$ cat config.mk
export PLATFORM = sky130hd
export DESIGN_NAME = async_fifo
export DESIGN_NICKNAME = d
export VERILOG_FILES = /design/src/rtl/async_fifo_pkg.sv /design/src/rtl/async_fifo_mem.sv /design/src/rtl/async_fifo.sv
export SDC_FILE = /design/constraint.sdc
export NUM_CORES = 1
export LEC_CHECK = 0
export ABC_CLOCK_PERIOD_IN_PS = 4500
export BUFFER_PORTS_ARGS = -buffer_cell sky130_fd_sc_hd__buf_2
export CAP_MARGIN = 20
export CORE_UTILIZATION = 49
export CTS_BUF_LIST = sky130_fd_sc_hd__clkbuf_16
export CTS_CLUSTER_SIZE = 24
export DETAILED_ROUTE_END_ITERATION = 7
export PLACE_DENSITY = 0.78
export SYNTH_ARGS = -nofsm -noshare
export SYNTH_HDL_FRONTEND = slang
export SYNTH_SLANG_ARGS = --single-unit
$ cat constraint.sdc
create_clock -name clk -period 4.5 [get_ports clk]
set_clock_uncertainty 0.15 [all_clocks]
set_input_delay 0 -clock clk [delete_from_list [all_inputs] [get_ports clk]]
set_output_delay 0 -clock clk [all_outputs]
set_load 0.02 [all_outputs]
$ cat src/rtl/async_fifo_pkg.sv
// rtl/async_fifo_pkg.sv - shared constants and types for the async_fifo slice
package async_fifo_pkg;

    localparam int DATA_WIDTH_DEF = 8;
    localparam int DEPTH_DEF      = 16;
    localparam int ADDR_W         = $clog2(DEPTH_DEF);
    localparam int CNT_W          = ADDR_W + 1;

    typedef logic [DATA_WIDTH_DEF-1:0] data_t;

endpackage

$ cat src/rtl/async_fifo_mem.sv
// rtl/async_fifo_mem.sv - DEPTH x DATA_WIDTH storage, sync write port, registered read port
module async_fifo_mem #(
    parameter int DATA_WIDTH = 8,
    parameter int DEPTH      = 16,
    parameter int AW         = 4
) (
    input  logic                  clk,
    input  logic                  rst,
    input  logic                  we,
    input  logic [AW-1:0]         waddr,
    input  logic [DATA_WIDTH-1:0] wdata,
    input  logic                  re,
    input  logic [AW-1:0]         raddr,
    output logic [DATA_WIDTH-1:0] rdata
);

    logic [DATA_WIDTH-1:0] mem [DEPTH];

    // Write port: storage itself is never cleared, the pointers make stale data unreachable
    always_ff @(posedge clk) begin
        if (we) begin
            mem[waddr] <= wdata;
        end
    end

    // Read port: output register cleared on reset and held when no read is accepted
    always_ff @(posedge clk) begin
        if (rst) begin
            rdata <= '0;
        end else if (re) begin
            rdata <= mem[raddr];
        end
    end

endmodule

$ cat src/rtl/async_fifo.sv
// rtl/async_fifo.sv - single-clock FIFO with full/empty and error flags; ASYNC_FIFO_STICKY_ERR_EN makes errors sticky
module async_fifo
    import async_fifo_pkg::*;
#(
    parameter int DATA_WIDTH = DATA_WIDTH_DEF,
    parameter int DEPTH      = DEPTH_DEF
) (
    input  logic                  clk,
    input  logic                  rst,
    input  logic                  w_en,
    input  logic                  r_en,
    input  logic [DATA_WIDTH-1:0] data_in,
    output logic [DATA_WIDTH-1:0] data_out,
    output logic                  full,
    output logic                  empty,
    output logic                  write_error,
    output logic                  read_error
);

    localparam int AW = $clog2(DEPTH);
    localparam int CW = AW + 1;
    localparam logic [CW-1:0] FULL_COUNT = CW'(DEPTH);

    logic [AW-1:0] wr_ptr;
    logic [AW-1:0] rd_ptr;
    logic [CW-1:0] count;
    logic          wr_accept;
    logic          rd_accept;

    // Acceptance looks only at the registered flags, so a full FIFO still drains on w_en&&r_en
    always_comb begin
        full      = (count == FULL_COUNT);
        empty     = (count == '0);
        wr_accept = w_en && !full;
        rd_accept = r_en && !empty;
    end

    async_fifo_mem #(
        .DATA_WIDTH (DATA_WIDTH),
        .DEPTH      (DEPTH),
        .AW         (AW)
    ) u_mem (
        .clk   (clk),
        .rst   (rst),
        .we    (wr_accept && !rst),
        .waddr (wr_ptr),
        .wdata (data_in),
        .re    (rd_accept),
        .raddr (rd_ptr),
        .rdata (data_out)
    );

    // Pointers wrap naturally at DEPTH because DEPTH is a power of two
    always_ff @(posedge clk) begin
        if (rst) begin
            wr_ptr <= '0;
            rd_ptr <= '0;
        end else begin
            if (wr_accept) begin
                wr_ptr <= wr_ptr + AW'(1);
            end
            if (rd_accept) begin
                rd_ptr <= rd_ptr + AW'(1);
            end
        end
    end

    // Occupancy: simultaneous accepted read and write leave it unchanged
    always_ff @(posedge clk) begin
        if (rst) begin
            count <= '0;
        end else begin
            case ({wr_accept, rd_accept})
                2'b10:   count <= count + CW'(1);
                2'b01:   count <= count - CW'(1);
                default: count <= count;
            endcase
        end
    end

`ifdef ASYNC_FIFO_STICKY_ERR_EN
    // Sticky errors: once raised they stay set until reset
    always_ff @(posedge clk) begin
        if (rst) begin
            write_error <= 1'b0;
            read_error  <= 1'b0;
        end else begin
            write_error <= write_error || (w_en && full);
            read_error  <= read_error  || (r_en && empty);
        end
    end
`else
    // Pulse errors: one cycle per offending request
    always_ff @(posedge clk) begin
        if (rst) begin
            write_error <= 1'b0;
            read_error  <= 1'b0;
        end else begin
            write_error <= w_en && full;
            read_error  <= r_en && empty;
        end
    end
`endif

endmodule

==> summary.md <==
| Metric | Value |
|---|---|
| Psw | 981 uW |
| Antenna fix cells | 0 |
| Syn_nets | 391 |
| CP Cell Sequence | nor4_2, a21boi_2, inv_1, ha_1, inv_1, fa_1, nor2b_1, o21ai_0, nand3_1, or3b_1, mux2_1 |
| Worst-margin pin slew | 0.836 ns |
| Crit Path Class | reg2reg |
| Commonest cells after routing, fill and taps aside | edfxtp_1, nor2_1, mux2i_1, buf_2, dfxtp_1 |
| Avg WL per Cell | 20.6 um |
| Compound-Gate Fraction of Synth Area | 4.77% |
| CTS tree | built |
| Relative slew slack | 44.0% |
| Most common cell after layout, fill and taps aside | edfxtp_1 |
| Max incr delay on CP | 0.40 ns |
| Mapped Cells | 369 |
| Worst slack at placement | 1.38 ns |
| R2R setup slack | 1.35 ns |
| Synth Warn # | 0 |
| Num Clock Sinks | 151 |
| FF-to-FF path depth | 11 |
| Vias | 3269 |
| Max FO, Critical Path | 5 |
| Initial antenna violation count | 0 |
| Vias in the first global route | 3190 |
| Buffers on Ports | 23 |
| Syn Std Cell Area | 0.00601 mm^2 |
| Post-route worst setup slack | 1.35 ns |
| Grt ovf | 0 |
| Slew Viols, Final | 0 |
| Overall routing resource usage | 19.9% |
| Num rows | 40 |
| Placed Instances | 522 |
| Critical Path AT | 3.30 ns |
| Register area share after synthesis | 71.7% |
| Status | finished clean |
| Critical Path Source Type | flop |
| Clock power share | 35.8% |
| Setup TNS | 0 ns |
| Worst r2r src | count[0]$_SDFFE_PP0P_ |
| Min-Delay Path Depth | 2 |
| DRC | 0 |
| Internal power | 2.66 mW |
| Core footprint | 0.0120 mm^2 |
| Multiplexer area fraction after synthesis | 11.9% |
| Crit-path slowest cell | nor4_2 |
| CP most frequent cell | inv_1 |
| Post-synth EDFFs | 128 |
| Switch share | 27.0% |
| Reg-to-Reg End | count[4]$_SDFFE_PP0P_ |
| Post-synthesis adder-cell area fraction | 2.21% |
| Final WL | 11700 um |
| Setup violations, final | 0 |
| Synthesis-to-layout area growth | 15.3% |
| #FFs+latches synth | 151 |
| Simple-gate share of the synthesized area | 6.00% |
| DRT antenna net count | 0 |
| Power Density | 525 mW/mm^2 |
| Worst Hold Slack | 0.348 ns |
| Hold-fix buffer count after cts | 13 |
| Post-CTS Resized | 0 |
| Fillcell total | 862 |
| Hpwl dp | 7300 um |
| Largest net degree at the start of global routing | 31 |
| Boundary Pins | 24 |
| Leakage | 2.29 nW |
| First-pass detailed-route iteration total | 7 |
| Final hold viol count | 0 |
| Setup Buffers After CTS | 0 |
| Max clock buf depth | 2 |
| CTS clk-pin slew, worst paths | 0.06 ns |
| GPL Wtd Cong | 0.790 |
| Largest family of logic cells by synthesized area | multiplexers |
| Crit path max-delay family | simple AND/OR/NAND/NOR gates |
| FFs w/ async S/R, synth | 0% |
| Synth Area in XOR/XNOR | 1.17% |
| F_max | 0.318 GHz |
| CTS Buf Count | 17 |
| Share of cells above drive strength 1 | 19.1% |
| Part of the cycle the worst path needs | 70.0% |
| # nets final | 432 |
| Htree depth | 4 |
| First-pass GRT wire length | 18000 um |
| Via density per instance | 5.74 |
| Worst EP required | 4.65 ns |
| Min-Delay Path Class | reg2reg |
| RSZ-0062 raised after global routing | no |
| Synth Flop Type | edfxtp_1 |
| Fin crit period | 3.15 ns |
| Finished Layout Cells | 570 |
| Clock tree root driver cell | clkbuf_16 |
| Buf/Inv on CP | 2 |
| Worst Hold Endpoint | u_mem.rdata[6]$_SDFFE_PP0P_ |
| VDD IR max | 0.248 mV |
| Sequential power share | 45.8% |
| Die area | 0.0127 mm^2 |
| Average size of a mapped cell | 16.3 um^2 |
| HP Start | u_mem.rdata[6]$_SDFFE_PP0P_ |
| CP Capture Type | flop |
| Die Height | 113 um |
| Starting Density | 50.2% |
| Starting DRT DRC Count | 342 |
| Power share of the combinational group | 18.4% |
| Clk_lat worst skew | 0.41 ns |
| Max Cap Viol | 0 |
| Die W | 113 um |
| Synth cell types | 37 |
[area by class of cell]
| type | count | area, um^2 | share of cell area, % |
|---|---|---|---|
| sequential | 151 | 4310 | 62.2 |
| inverter | 8 | 30.0 | 0.434 |
| clock inverter | 12 | 52.6 | 0.759 |
| tap | 147 | 184 | 2.66 |
| timing repair buffer | 43 | 290 | 4.19 |
| multi-input combinational | 189 | 1560 | 22.6 |
| clock buffer | 20 | 500 | 7.23 |
[power groups by stage]
stage | combinational, mW | clock (mW) | sequential (mW)
floorplan | 0.426 | 0 | 1.73
global placement | 0.618 | 0 | 1.68
detailed placement | 0.648 | 0 | 1.69
CTS | 0.666 | 1.31 | 1.66
global route | 0.727 | 1.38 | 1.67
finish | 0.670 | 1.30 | 1.66
[flip-flops by register name, summed over array words and instances (netlist names)]
register / flops
u_mem.mem: 128
u_mem.rdata: 8
count: 5
rd_ptr: 4
wr_ptr: 4
read_error: 1
write_error: 1
[cell usage after synthesis (6+ instances only)]
master	instances	area share [%]
edfxtp_1	128	64
nor2_1	46	2.9
mux2i_1	34	5.7
dfxtp_1	23	7.7
mux4_2	16	6.0
o22ai_1	16	1.7
nand2_1	11	0.69
buf_2	10	0.83
ha_1	9	1.9
a22oi_1	8	1.0
a311oi_1	8	1.2
inv_1	7	0.44
nor3_1	6	0.50
[per-stage QoR]
| step | util (%) | area, um^2 | power [mW] |
|---|---|---|---|
| after floorplan | - | 6010 | 2.15 |
| after global placement | 52.1 | 6230 | 2.30 |
| after detailed placement | 52.1 | 6230 | 2.34 |
| after CTS | 57.8 | 6910 | 3.64 |
| after global routing | 57.9 | 6920 | 3.77 |
| final | 57.9 | 6920 | 3.64 |
[tightest hold or removal path, stage by stage, from the launching register on]
cell      delay (ns)
dfxtp_1         0.31
nor2_1          0.09
a311oi_1        0.05
[worst max-delay path by stage]
stage               cells after the start  slack [ns]                  start                     to
floorplan                              10        1.64  count[0]$_SDFFE_PP0P_  count[4]$_SDFFE_PP0P_
global placement                       10        1.52  count[0]$_SDFFE_PP0P_  count[4]$_SDFFE_PP0P_
detailed placement                     11        1.38  count[0]$_SDFFE_PP0P_  count[4]$_SDFFE_PP0P_
CTS                                    11        1.39  count[0]$_SDFFE_PP0P_  count[4]$_SDFFE_PP0P_
global route                           11        1.14  count[0]$_SDFFE_PP0P_  count[4]$_SDFFE_PP0P_
finish                                 11        1.35  count[0]$_SDFFE_PP0P_  count[4]$_SDFFE_PP0P_
[cell families after synthesis]
group                      count (synthesis)
DFF                                      151
adders and majority gates                 10
and+or+nand+nor                           79
xor gates and xnor gates                   8
AOI/OAI and AO/OA                         41
buffers and inverters                     29
muxes                                     51
[per-layer routing]
layer	routed length, um	global-route usage (%)	share of wire (%)
met1	5130	25.7	44
met2	5680	32.2	48
met3	642	4.93	5.5
met4	289	9.07	2.5
met5	0	0	0
(Power assumes the default switching activity.)
